## config.mk

```make
export PLATFORM = sky130hd
export DESIGN_NAME = snake_step_sequencer
export DESIGN_NICKNAME = d
export VERILOG_FILES = /design/src/rtl/snake_step_sequencer.sv
export SDC_FILE = /design/constraint.sdc
export NUM_CORES = 1
export LEC_CHECK = 0
export ABC_AREA = 1
export BUFFER_PORTS_ARGS = -buffer_cell sky130_fd_sc_hd__buf_2
export CORE_ASPECT_RATIO = 0.75
export CORE_UTILIZATION = 30
export DETAILED_ROUTE_END_ITERATION = 6
export PLACE_DENSITY = 0.46
export SLEW_MARGIN = 20
export SYNTH_ARGS = -nofsm -noshare
export SYNTH_HDL_FRONTEND = slang
export SYNTH_SLANG_ARGS = --single-unit
```

## constraint.sdc

```tcl
create_clock -name clk -period 1.76 [get_ports clk]
set_clock_uncertainty 0.15 [all_clocks]
set_input_delay 0.352 -clock clk [delete_from_list [all_inputs] [get_ports clk]]
set_output_delay 0.352 -clock clk [all_outputs]
set_load 0.005 [all_outputs]
```

## src/rtl/snake_step_sequencer.sv

```systemverilog
// Game-step controller for a snake game: sequences move/check/grow per tick,
// tracks committed direction, length and score, and flags dropped ticks.
module snake_step_sequencer #(
    parameter int MAX_LEN  = 20,
    parameter int INIT_LEN = 1
) (
    input  logic       clk,
    input  logic       rst,
    input  logic       tick,
    input  logic       start,
    input  logic       up,
    input  logic       down,
    input  logic       left,
    input  logic       right,
    input  logic       hit_body,
    input  logic       hit_apple,
    output logic [1:0] dir,
    output logic       restart,
    output logic       move_en,
    output logic       grow_en,
    output logic       apple_reloc,
    output logic [5:0] length,
    output logic [7:0] score,
    output logic       running,
    output logic       game_over,
    output logic       tick_miss
);

    typedef enum logic [2:0] {
        S_IDLE,
        S_WAIT_TICK,
        S_MOVE,
        S_CHECK,
        S_GROW,
        S_OVER
    } state_t;

    localparam logic [1:0] DIR_R = 2'b00;
    localparam logic [1:0] DIR_L = 2'b01;
    localparam logic [1:0] DIR_U = 2'b10;
    localparam logic [1:0] DIR_D = 2'b11;

    localparam logic [5:0] MAX_L  = 6'(MAX_LEN);
    localparam logic [5:0] INIT_L = 6'(INIT_LEN);

    state_t      state_q;
    logic [1:0]  dir_q;
    logic [1:0]  pending_q;
    logic [1:0]  pending_d;
    logic [1:0]  dir_commit;
    logic [5:0]  length_q;
    logic [7:0]  score_q;
    logic        restart_q;
    logic        move_en_q;
    logic        grow_en_q;
    logic        apple_reloc_q;
    logic        running_q;
    logic        game_over_q;
    logic        tick_miss_q;
    logic        start_prev_q;
    logic        restart_go;
    logic        in_step;

    function automatic logic [7:0] sat_inc8(input logic [7:0] v);
        return (v == 8'hFF) ? v : v + 8'd1;
    endfunction

    // Reversal is judged against the direction that will be in force after
    // this edge, so a press coinciding with a tick cannot queue a U-turn.
    always_comb begin
        dir_commit = (state_q == S_WAIT_TICK && tick) ? pending_q : dir_q;
        pending_d  = pending_q;
        if (down  && dir_commit != DIR_U) pending_d = DIR_D;
        if (up    && dir_commit != DIR_D) pending_d = DIR_U;
        if (left  && dir_commit != DIR_R) pending_d = DIR_L;
        if (right && dir_commit != DIR_L) pending_d = DIR_R;
    end

    assign restart_go = (state_q == S_IDLE && start) ||
                        (state_q == S_OVER && start && !start_prev_q);
    assign in_step    = (state_q == S_MOVE) || (state_q == S_CHECK) || (state_q == S_GROW);

    always_ff @(posedge clk or posedge rst) begin
        if (rst) begin
            state_q       <= S_IDLE;
            dir_q         <= DIR_R;
            pending_q     <= DIR_R;
            length_q      <= INIT_L;
            score_q       <= '0;
            restart_q     <= 1'b0;
            move_en_q     <= 1'b0;
            grow_en_q     <= 1'b0;
            apple_reloc_q <= 1'b0;
            running_q     <= 1'b0;
            game_over_q   <= 1'b0;
            tick_miss_q   <= 1'b0;
            start_prev_q  <= 1'b0;
        end else begin
            start_prev_q  <= start;
            restart_q     <= 1'b0;
            move_en_q     <= 1'b0;
            grow_en_q     <= 1'b0;
            apple_reloc_q <= 1'b0;
            if (in_step && tick) tick_miss_q <= 1'b1;

            case (state_q)
                S_IDLE, S_OVER: begin
                    if (restart_go) begin
                        state_q     <= S_WAIT_TICK;
                        restart_q   <= 1'b1;
                        length_q    <= INIT_L;
                        score_q     <= '0;
                        dir_q       <= DIR_R;
                        pending_q   <= DIR_R;
                        tick_miss_q <= 1'b0;
                        running_q   <= 1'b1;
                        game_over_q <= 1'b0;
                    end
                end
                S_WAIT_TICK: begin
                    pending_q <= pending_d;
                    if (tick) begin
                        state_q   <= S_MOVE;
                        dir_q     <= pending_q;
                        move_en_q <= 1'b1;
                    end
                end
                S_MOVE: begin
                    pending_q <= pending_d;
                    state_q   <= S_CHECK;
                end
                S_CHECK: begin
                    pending_q <= pending_d;
                    if (hit_body) begin
                        state_q     <= S_OVER;
                        running_q   <= 1'b0;
                        game_over_q <= 1'b1;
                    end else if (hit_apple) begin
                        state_q       <= S_GROW;
                        apple_reloc_q <= 1'b1;
                        score_q       <= sat_inc8(score_q);
                        if (length_q < MAX_L) begin
                            grow_en_q <= 1'b1;
                            length_q  <= length_q + 6'd1;
                        end
                    end else begin
                        state_q <= S_WAIT_TICK;
                    end
                end
                S_GROW: begin
                    pending_q <= pending_d;
                    state_q   <= S_WAIT_TICK;
                end
                default: begin
                    state_q     <= S_IDLE;
                    running_q   <= 1'b0;
                    game_over_q <= 1'b0;
                end
            endcase
        end
    end

    assign dir         = dir_q;
    assign restart     = restart_q;
    assign move_en     = move_en_q;
    assign grow_en     = grow_en_q;
    assign apple_reloc = apple_reloc_q;
    assign length      = length_q;
    assign score       = score_q;
    assign running     = running_q;
    assign game_over   = game_over_q;
    assign tick_miss   = tick_miss_q;

endmodule

```

==> flow_metrics.env <==
export IMPL_final_cells=331
export IMPL_drt_pass1_iterations=4
export IMPL_antenna_found_initial=0
export IMPL_p_leak_uw=0.001161
export IMPL_dp_cells=315
export IMPL_hold_viol=0
export IMPL_final_cell_mix="46 x sky130_fd_sc_hd__nand2_1, 32 x sky130_fd_sc_hd__buf_2, 25 x sky130_fd_sc_hd__dfrtp_1, 22 x sky130_fd_sc_hd__inv_1"
export IMPL_fin_nets=267
export IMPL_ctsRootBufferMaster="sky130_fd_sc_hd__clkbuf_8"
export IMPL_port_buffer_count=32
export IMPL_timing_critical_path_required_ns=1.78
export IMPL_critPathCaptureType="register"
export IMPL_seq_area_frac_synth_pct=43.78
export IMPL_synth_lib_cells_used_distinct=37
export IMPL_max_freq_mhz=587.2
export IMPL_final_hold_worst_slack_ns=0.04717
export IMPL_timing_max_cap_violations=0
export IMPL_layout_cell_area_excl_fill_um2=2257
export IMPL_cts_sink_count=29
export IMPL_period_minus_slack_ns=1.703
export IMPL_groute_usage_overall_pct=14.62
export IMPL_netlist_area_um2=1660
export IMPL_min_delay_path_class="primary input to register"
export IMPL_postSynthRegisterBits=29
export IMPL_cts_tree="built"
export IMPL_gp_congestion=0.8419
export IMPL_wire_length_after_detailed_routing_mm=3.781
export IMPL_setup_worst_path_class="register to register"
export IMPL_floorplan_die_height_um=66.43
export IMPL_post_drt_via_cell_ratio=4.323
export IMPL_regToRegEndpoint="score[7]"
export IMPL_fin_util_pct=42.40
export IMPL_fin_crit_sh_pct=96.77
export IMPL_run_status="completed"
export IMPL_synth_enable_flop_cells=0
export IMPL_critical_path_peak_fanout=8
export IMPL_antenna_cells_inserted=0
export IMPL_remaining_drc_errors=0
export IMPL_rsz0062_at_grt="true"
export IMPL_fin_tns_setup_ns=0
export IMPL_drt_first_iter_violations=65
export IMPL_startpoint="state_q[1]"
export IMPL_grt_pass1_wl_mm=6.368
export IMPL_timing_max_slew_rel_slack_pct=74.20
export IMPL_reg2reg_depth=10
export IMPL_relative_area_change_from_synthesis_to_final_layout_pct=35.95
export IMPL_drtAntennaViolNets=0
export IMPL_cp_arrival_ns=1.73
export IMPL_critPathCapture="score[7]"
export IMPL_route_vias_total=1431
export IMPL_synth_cells=198
export IMPL_power_density_nw_per_um2=1639
export IMPL_nFillCells=561
export IMPL_ys_flop_type="sky130_fd_sc_hd__dfrtp_1"
export IMPL_tightestPinTransition_ns=0.3870
export IMPL_synthesis_nets=210
export IMPL_core_area_um2=5324
export IMPL_final_common_cell="sky130_fd_sc_hd__nand2_1"
export IMPL_cts_htree_levels=2
export IMPL_timing_rr_start="state_q[1]"
export IMPL_rrSetupSlack_ns=0.06
export IMPL_std_cell_rows=23
export IMPL_yosys_warnings=0
export IMPL_number_of_global_route_vias_before_repair=1322
export IMPL_leftover_overflow_at_the_end_of_global_routing=0
export IMPL_start_kind="register"
export IMPL_maxSlewViolCount=0
export IMPL_worst_ir_drop_vdd_mv=0.4833
export IMPL_detail_route_wl_per_cell_um=11.42
export IMPL_detailedPlacementHpwl_mm=2.776
export IMPL_numCtsBuffers=5
export IMPL_setup_violations=0
export IMPL_placed_area_um2=1989
export IMPL_synth_avg_cell_area_um2=8.386
export IMPL_worst_setup_hold_path_clk_slew_ns=0.06
export IMPL_clock_path_buffers=2
export IMPL_boundaryPins=33
export IMPL_die_x_um=87.90
export IMPL_floorplan_initialDensity_pct=31.19
export IMPL_worstSkewPairLatency_ns=0.28
export IMPL_maximum_number_of_pins_on_one_net_before_global_route_repair=30
export IMPL_async_reset_ff_share_pct=100.0
export IMPL_drive_gt1_share_pct=40.23
export IMPL_die_area_um2=5839
==> registers in the layout, summed over array words and instances, names as in the netlist, 2 cells and up <==
| register | cells |
|---|---|
| dir | 2 |
| length | 6 |
| pending_q | 2 |
| score | 8 |
| state_q | 3 |
==> how the worst min path moves through the flow <==
stage           from            to  slack [ns]  cells past startpoint
2_1_floorplan  start  start_prev_q        0.23                      0
3_3_place_gp     rst     length[1]        0.30                      3
3_5_place_dp     rst     length[1]        0.30                      3
4_1_cts        start  start_prev_q        0.04                      1
5_1_grt        start  start_prev_q        0.05                      1
6_report       start  start_prev_q        0.05                      1
==> power by group <==
part / internal [uW] / switching, uW / total [uW] / leakage [uW]
Combinational: 850 / 1250 / 2100 / 0.000725
Sequential: 843 / 155 / 999 / 0.000382
Clock: 353 / 251 / 604 / 0.0000542
==> cell type report <==
class | instances | area [um2] | share of cell area (%)
Multi-Input combinational cell | 137 | 859.6 | 38.08
Sequential cell | 29 | 730.7 | 32.37
Timing Repair Buffer | 50 | 326.6 | 14.47
Inverter | 32 | 145.1 | 6.430
Clock buffer | 7 | 96.34 | 4.268
Tap cell | 75 | 93.84 | 4.157
Clock inverter | 1 | 5.005 | 0.2217
==> cells by family after synthesis <==
family | Yosys count | synth area share (%)
adder cells (fa/ha/maj) | 2 | 1.507
buffers and inverters | 33 | 8.591
AND/OR/NAND/NOR | 100 | 32.03
AO/OA/AOI/OAI | 29 | 11.46
flip-flops | 29 | 43.78
XOR/XNOR | 5 | 2.638
==> per-layer routing <==
layer | track usage, % | vias up | share of wire, %
met5 | 0 | - | 0
met1 | 21.01 | 642 | 55
li1 | - | 756 | -
met2 | 20.25 | 28 | 39
met4 | 4.918 | 0 | 1.1
met3 | 4.619 | 5 | 5.1
==> stage by stage <==
| stage | total power [uW] | worst slack, ns |
|---|---|---|
| CTS | 3351 | 0.003198 |
| finish | 3699 | 0.05692 |
| floorplan | 2229 | 0.1251 |
| global placement | 2729 | -0.02167 |
| detailed placement | 2718 | -0.08233 |
| global route | 4041 | -0.1311 |
==> critical path, cell delays in order, from the launching register on <==
cell and delay, ns:
sky130_fd_sc_hd__dfrtp_2 0.44, sky130_fd_sc_hd__buf_12 0.14, sky130_fd_sc_hd__inv_6 0.07, sky130_fd_sc_hd__o21ai_4 0.08, sky130_fd_sc_hd__nor2_8 0.16, sky130_fd_sc_hd__buf_12 0.13
sky130_fd_sc_hd__nand2_8 0.07, sky130_fd_sc_hd__nand4_4 0.12, sky130_fd_sc_hd__clkinv_4 0.11, sky130_fd_sc_hd__nand2_1 0.08, sky130_fd_sc_hd__nand2_1 0.05
==> what timing repair did <==
item / 4_1_cts / 5_1_grt
setup buffers: 0 / 6
hold buffers: 1 / 0
endpoints found under the hold margin: 22 / 0
pin swaps: 0 / 0
resized for setup: 2 / 23
endpoints found under the setup margin: 8 / 20
gates cloned: 0 / 1
==> cells in the mapped netlist (3+ instances only) <==
cell	count	share of area [%]
sky130_fd_sc_hd__o21ai_2	3	1.6
sky130_fd_sc_hd__o21ai_0	12	3.6
sky130_fd_sc_hd__inv_2	5	1.1
sky130_fd_sc_hd__o21ai_1	4	1.2
sky130_fd_sc_hd__nand3_1	8	2.4
sky130_fd_sc_hd__dfrtp_1	28	42
sky130_fd_sc_hd__a21oi_1	4	1.2
sky130_fd_sc_hd__nor3_1	3	0.90
sky130_fd_sc_hd__nand2_2	3	1.1
sky130_fd_sc_hd__xnor2_1	3	1.6
sky130_fd_sc_hd__nor2_1	16	3.6
sky130_fd_sc_hd__nand4_1	6	2.3
sky130_fd_sc_hd__inv_1	23	5.2
sky130_fd_sc_hd__nand2_4	3	2.0
sky130_fd_sc_hd__nand2_1	50	11
(Power assumes the default switching activity.)
